`src/rtl/md_pkg.sv`:
```
// md_pkg: shared op/state encodings and datapath width for the multiply/divide unit
package md_pkg;
   localparam int WIDTH = 32;
   typedef enum logic [2:0] {
      MD_NONE  = 3'd0,
      MD_MULT  = 3'd1,
      MD_MULTU = 3'd2,
      MD_DIV   = 3'd3,
      MD_DIVU  = 3'd4,
      MD_MTHI  = 3'd5,
      MD_MTLO  = 3'd6
   } md_op_e;
   typedef enum logic [1:0] {
      IDLE,
      CALC,
      FIX
   } md_state_e;
endpackage

```
`src/rtl/md_datapath.sv`:
```
// md_datapath: operand magnitudes, shift-add multiply / restoring divide iteration and sign fix
module md_datapath
   import md_pkg::*;
(
   input  logic             clk,
   input  logic             rst,
   input  logic             load_i,
   input  logic             step_i,
   input  logic [2:0]       op_i,
   input  logic [WIDTH-1:0] a_i,
   input  logic [WIDTH-1:0] b_i,
   output logic [WIDTH-1:0] hi_o,
   output logic [WIDTH-1:0] lo_o
);
   logic [WIDTH-1:0]   a_q, b_q;
   logic [2*WIDTH-1:0] acc_q;
   logic               sa_q, sb_q, div_q;
   logic               signed_op, div_op, neg_a, neg_b;
   logic [WIDTH:0]     mul_sum, div_sh;
   logic [WIDTH+1:0]   div_diff;
   logic [2*WIDTH-1:0] prod;
   logic [WIDTH-1:0]   quo, rem;
   assign signed_op = op_i == MD_MULT || op_i == MD_DIV;
   assign div_op    = op_i == MD_DIV || op_i == MD_DIVU;
   assign neg_a     = signed_op & a_i[WIDTH-1];
   assign neg_b     = signed_op & b_i[WIDTH-1];
   // one iteration of each algorithm plus the final sign correction
   always_comb begin
      mul_sum  = {1'b0, acc_q[2*WIDTH-1:WIDTH]} + {1'b0, b_q[0] ? a_q : '0};
      div_sh   = {acc_q[WIDTH-1:0], a_q[WIDTH-1]};
      div_diff = {1'b0, div_sh} - {2'b0, b_q};
      prod     = (sa_q ^ sb_q) ? -acc_q : acc_q;
      quo      = (sa_q ^ sb_q) ? -a_q : a_q;
      rem      = sa_q ? -acc_q[WIDTH-1:0] : acc_q[WIDTH-1:0];
      hi_o     = div_q ? rem : prod[2*WIDTH-1:WIDTH];
      lo_o     = div_q ? quo : prod[WIDTH-1:0];
   end
   // latch magnitudes at accept, then shift/accumulate once per CALC cycle
   always_ff @(posedge clk) begin
      if (!rst) begin
         a_q   <= '0;
         b_q   <= '0;
         acc_q <= '0;
         sa_q  <= 1'b0;
         sb_q  <= 1'b0;
         div_q <= 1'b0;
      end else if (load_i) begin
         a_q   <= neg_a ? -a_i : a_i;
         b_q   <= neg_b ? -b_i : b_i;
         acc_q <= '0;
         sa_q  <= neg_a;
         sb_q  <= neg_b;
         div_q <= div_op;
      end else if (step_i && div_q) begin
         acc_q <= {{(WIDTH-1){1'b0}}, div_diff[WIDTH+1] ? div_sh : div_diff[WIDTH:0]};
         a_q   <= {a_q[WIDTH-2:0], ~div_diff[WIDTH+1]};
      end else if (step_i) begin
         acc_q <= {mul_sum, acc_q[WIDTH-1:1]};
         b_q   <= b_q >> 1;
      end
   end
endmodule

```
`src/rtl/md_unit.sv`:
```
// md_unit: iterative multiply/divide unit with HI/LO registers, busy flag and early-flush abort
module md_unit #(
   parameter int WIDTH = 32,
   parameter int ITER  = 32
) (
   input  logic             clk,
   input  logic             rst,
   input  logic             start,
   input  logic [2:0]       op,
   input  logic [WIDTH-1:0] rs_data,
   input  logic [WIDTH-1:0] rt_data,
   input  logic             flush,
   output logic             isbusy,
   output logic [WIDTH-1:0] hi,
   output logic [WIDTH-1:0] lo
);
   import md_pkg::*;
   localparam int CW = $clog2(ITER);
   md_state_e        state_q, state_d;
   logic [CW-1:0]    count_q, count_d;
   logic [WIDTH-1:0] hi_q, hi_d, lo_q, lo_d, res_hi, res_lo;
   logic             accept, mt_op, md_accept, abort, step;
   assign accept    = state_q == IDLE && start && op != MD_NONE && op != 3'b111 && !flush;
   assign mt_op     = op == MD_MTHI || op == MD_MTLO;
   assign md_accept = accept && !mt_op;
   assign abort     = state_q == CALC && flush && count_q == '0;
   assign step      = state_q == CALC && !abort;
   assign isbusy    = state_q != IDLE;
   assign hi        = hi_q;
   assign lo        = lo_q;
   md_datapath u_dp (
      .clk    (clk),
      .rst    (rst),
      .load_i (md_accept),
      .step_i (step),
      .op_i   (op),
      .a_i    (rs_data),
      .b_i    (rt_data),
      .hi_o   (res_hi),
      .lo_o   (res_lo)
   );
   // next state, iteration count and HI/LO updates
   always_comb begin
      state_d = state_q;
      count_d = count_q;
      hi_d    = (accept && op == MD_MTHI) ? rs_data : hi_q;
      lo_d    = (accept && op == MD_MTLO) ? rs_data : lo_q;
      if (md_accept) begin
         state_d = CALC;
         count_d = '0;
      end
      if (state_q == CALC) begin
         count_d = count_q + 1'b1;
         state_d = abort ? IDLE : (count_q == CW'(ITER-1)) ? FIX : CALC;
      end
      if (state_q == FIX) begin
         state_d = IDLE;
         hi_d    = res_hi;
         lo_d    = res_lo;
      end
   end
   // state, counter and architectural HI/LO registers
   always_ff @(posedge clk) begin
      if (!rst) begin
         state_q <= IDLE;
         count_q <= '0;
         hi_q    <= '0;
         lo_q    <= '0;
      end else begin
         state_q <= state_d;
         count_q <= count_d;
         hi_q    <= hi_d;
         lo_q    <= lo_d;
      end
   end
endmodule

```
`config.mk`:
```
export PLATFORM = sky130hd
export DESIGN_NAME = md_unit
export DESIGN_NICKNAME = d
export VERILOG_FILES = /design/src/rtl/md_pkg.sv /design/src/rtl/md_datapath.sv /design/src/rtl/md_unit.sv
export SDC_FILE = /design/constraint.sdc
export NUM_CORES = 1
export LEC_CHECK = 0
export BUFFER_PORTS_ARGS = -buffer_cell sky130_fd_sc_hd__buf_2
export CAP_MARGIN = 20
export CORE_MARGIN = 2
export CORE_UTILIZATION = 60
export CTS_CLUSTER_DIAMETER = 80
export DETAILED_ROUTE_END_ITERATION = 8
export PLACE_DENSITY_LB_ADDON = 0.3
export SLEW_MARGIN = 5
export SYNTH_ARGS = -nofsm -noshare
export SYNTH_HDL_FRONTEND = slang
export SYNTH_SLANG_ARGS = --single-unit
```
`constraint.sdc`:
```
create_clock -name clk -period 10.05 [get_ports clk]
set_clock_uncertainty 0.15 [all_clocks]
set_input_delay 2.01 -clock clk [delete_from_list [all_inputs] [get_ports clk]]
set_output_delay 2.01 -clock clk [all_outputs]
set_load 0.02 [all_outputs]
```
==> flow_metrics.env <==
export IMPL_dieWidth_um=171.2
export IMPL_cts_htree_levels=1
export IMPL_max_clock_path_buffers=3
export IMPL_synthesis_yosys_warnings=0
export IMPL_pre_cts_slack_ps=4746
export IMPL_critPathArrivalTime_ps=5120
export IMPL_floorplan_die_area_um2=29320
export IMPL_timing_final_crit_share_pct=48.09
export IMPL_synthMostInstantiatedCell="sky130_fd_sc_hd__nand2_1"
export IMPL_critPathKind="input pin to flop"
export IMPL_die_height_um=171.2
export IMPL_synthCells=2259
export IMPL_setup_worst_path_start="rs_data[4]"
export IMPL_cts_tree="yes"
export IMPL_clkSlewWorstSetupHoldPaths_ps=60
export IMPL_yosys_area_top_type_share_pct=24.10
export IMPL_drtIter0Drc=2158
export IMPL_viasPerCell=6.469
export IMPL_grt_antenna_before_repair=2
export IMPL_pin_count_of_the_biggest_net_entering_global_routing=93
export IMPL_layout_drive_gt1_share_pct=11.37
export IMPL_worst_r2r_cell_count=10
export IMPL_tightestPinTransition_ps=1001
export IMPL_fin_crit_ps=4833
export IMPL_final_max_slew_viol_count=0
export IMPL_insertion_delay_ps=540
export IMPL_maxCapViolations=0
export IMPL_final_critical_path_setup_slack_ps=5217
export IMPL_area_growth_pct=9.367
export IMPL_synth_enable_flop_cells=0
export IMPL_leakagePower_nw=8.091
export IMPL_drt_wl_total_um=54500
export IMPL_numClockSinks=202
export IMPL_maxClockFrequency_mhz=206.9
export IMPL_crit_path_start_kind="input pin"
export IMPL_remaining_antenna_violation_count_after_routing=0
export IMPL_syn_area_um2=16780
export IMPL_global_route_overflow_total=0
export IMPL_weighted_congestion_at_the_end_of_routability_driven_global_placement=0.9756
export IMPL_initial_core_util_pct=60.72
export IMPL_ys_dominant_reg_cell="sky130_fd_sc_hd__dfxtp_1"
export IMPL_yosys_top_cells_area="sky130_fd_sc_hd__dfxtp_1 24%, sky130_fd_sc_hd__nand2_1 7.2%, sky130_fd_sc_hd__xnor2_1 6.9%"
export IMPL_yosysSeqAreaShare_pct=24.10
export IMPL_critical_path_peak_fanout=6
export IMPL_cts_root_buf="sky130_fd_sc_hd__clkbuf_16"
export IMPL_min_delay_path_class="flop to flop"
export IMPL_grt_first_pass_wirelength_um=85570
export IMPL_port_buffers=135
export IMPL_worstSetupEndpointType="flop"
export IMPL_max_slew_margin_vs_limit_pct=32.63
export IMPL_n_antenna_cell=0
export IMPL_fill_cells=2495
export IMPL_report_final_hold_viol_count=0
export IMPL_syn_nets=2404
export IMPL_layout_nets=2426
export IMPL_top_level_pins=136
export IMPL_drtPass1Iterations=7
export IMPL_fin_hold_ws_ps=365.5
export IMPL_post_cts_setup_driven_buffer_insertion_count=0
export IMPL_ys_top_cells_by_count="322 x sky130_fd_sc_hd__nand2_1, 202 x sky130_fd_sc_hd__dfxtp_1, 192 x sky130_fd_sc_hd__a21oi_1"
export IMPL_cts_inserted_buffers=25
export IMPL_vias_in_the_first_global_route=16120
export IMPL_core_um2=27630
export IMPL_avgRoutedWirePerCell_um=20.38
export IMPL_ctsHoldBuffers=0
export IMPL_dp_final_hpwl_um=38270
export IMPL_cts_resized=0
export IMPL_placement_rows=61
export IMPL_num_vias=17300
export IMPL_post_synth_num_cell_types=76
export IMPL_worstReg2RegStart="u_dp.acc_q[2]$_SDFFE_PP0P_"
export IMPL_timing_rr_end="hi[22]$_SDFFE_PN0P_"
export IMPL_asyncSetResetFlopFracSynth_pct=0
export IMPL_crit_end="u_dp.a_q[25]$_SDFFE_PN0P_"
export IMPL_drt_drc_violations_left=0
export IMPL_yosys_area_top_type="sky130_fd_sc_hd__dfxtp_1"
export IMPL_timing_reg2reg_setup_slack_ps=6020
export IMPL_status="completed"
export IMPL_setup_violations=0
export IMPL_timing_critical_path_required_ps=10330
export IMPL_grtUsageTotal_pct=36.44
export IMPL_setup_repair_after_global_routing_missed_its_margin="no"
export IMPL_synthesis_area_per_instance_um2=7.427
export IMPL_irDropWorstVdd_mv=0.09828
export IMPL_synth_seq_cells=202
export IMPL_power_density_nw_per_um2=122.8
export IMPL_setup_total_negative_slack_ps=0
[how the worst min path moves through the flow]
stage                                start                           to  slack (ps)  depth (start not counted)
6_report       u_dp.acc_q[54]$_SDFFE_PP0P_  u_dp.acc_q[54]$_SDFFE_PP0P_         370                          2
5_1_grt        u_dp.acc_q[58]$_SDFFE_PP0P_  u_dp.acc_q[58]$_SDFFE_PP0P_         380                          2
4_1_cts        u_dp.acc_q[58]$_SDFFE_PP0P_  u_dp.acc_q[58]$_SDFFE_PP0P_         360                          2
3_5_place_dp   u_dp.acc_q[58]$_SDFFE_PP0P_  u_dp.acc_q[58]$_SDFFE_PP0P_         350                          2
2_1_floorplan      state_q[0]$_SDFFE_PP0P_      state_q[1]$_SDFFE_PP0P_         310                          2
3_3_place_gp       count_q[4]$_SDFFE_PN0P_      count_q[4]$_SDFFE_PN0P_         340                          2
[kinds of logic (layout without fill, tap and decap cells)]
logic type	Yosys count	count (layout)	share of synthesized area, %
simple gates	793	793	22.96
compound gates	637	637	24.41
buf+inv	235	272	5.295
xor+xnor	225	225	11.75
flops	202	202	24.10
mux	93	93	5.877
fa+ha+maj	74	74	5.608
[power breakdown]
| group | leakage (nW) | internal (mW) | switching [mW] | total, mW |
|---|---|---|---|---|
| registers | 1.64 | 0.823 | 0.0299 | 0.853 |
| clock network | 0.398 | 0.537 | 0.375 | 0.912 |
| logic | 6.06 | 0.185 | 0.304 | 0.489 |
| total | 8.09 | 1.55 | 0.708 | 2.25 |
[layout by cell type (no fill, tap or decap), drive strengths merged, types with 24 or more instances in the layout]
| cell | count |
|---|---|
| mux2 | 34 |
| o211ai | 48 |
| nor2 | 121 |
| and3 | 48 |
| and2 | 51 |
| nor3 | 40 |
| a21o | 28 |
| a21oi | 192 |
| o21ai | 155 |
| o211a | 36 |
| o31ai | 27 |
| nand3 | 65 |
| xor2 | 92 |
| xnor2 | 133 |
| clkbuf | 30 |
| or3 | 26 |
| nor4 | 24 |
| buf | 162 |
| mux2i | 58 |
| inv | 69 |
| dfxtp | 202 |
| nand2 | 322 |
| ha | 72 |
[layout make-up]
class	count	area [um^2]	share of cell area, %
Clock inverter	12	138.9	0.7569
Inverter	68	255.2	1.391
Clock buffer	30	654.4	3.566
Tap cell	378	473.0	2.578
Sequential cell	202	4048	22.06
Multi-Input combinational cell	1822	11900	64.85
Timing Repair Buffer	162	880.8	4.801
[per-stage QoR]
| step | instance area, um^2 | utilization (%) | instances | power (mW) |
|---|---|---|---|---|
| 2_1_floorplan | 16780 | - | 2259 | 1.206 |
| 3_3_place_gp | 17560 | 63.54 | 2632 | 1.334 |
| 3_5_place_dp | 17560 | 63.54 | 2632 | 1.345 |
| 4_1_cts | 18350 | 66.41 | 2674 | 2.248 |
| 5_1_grt | 18350 | 66.41 | 2674 | 2.335 |
| 6_report | 18350 | 66.41 | 2674 | 2.254 |
[metal layers]
| metal | global-route usage [%] | routed length, um | share of wire, % | vias to the layer above |
|---|---|---|---|---|
| met5 | 0 | 8 | 0.015 | - |
| met4 | 17.76 | 2735 | 5.0 | 2 |
| met3 | 5.223 | 4899 | 9.0 | 185 |
| met2 | 59.26 | 24560 | 45 | 892 |
| met1 | 47.46 | 22300 | 41 | 8082 |
| li1 | - | - | - | 8136 |
[registers in the layout, summed over array words and instances (netlist names)]
| name | count |
|---|---|
| count_q | 5 |
| hi | 32 |
| lo | 32 |
| state_q | 2 |
| u_dp.a_q | 32 |
| u_dp.acc_q | 64 |
| u_dp.b_q | 32 |
| u_dp.div_q | 1 |
| u_dp.sa_q | 1 |
| u_dp.sb_q | 1 |
[worst max-delay path, stage by stage]
cell and delay (ps):
sky130_fd_sc_hd__buf_2 130, sky130_fd_sc_hd__or3_1 410, sky130_fd_sc_hd__or4_1 470, sky130_fd_sc_hd__nor3_1 570
sky130_fd_sc_hd__nand3_1 250, sky130_fd_sc_hd__nor3_1 660, sky130_fd_sc_hd__a21oi_1 210, sky130_fd_sc_hd__xor2_1 190
sky130_fd_sc_hd__o211a_1 210
(Power assumes the default switching activity.)
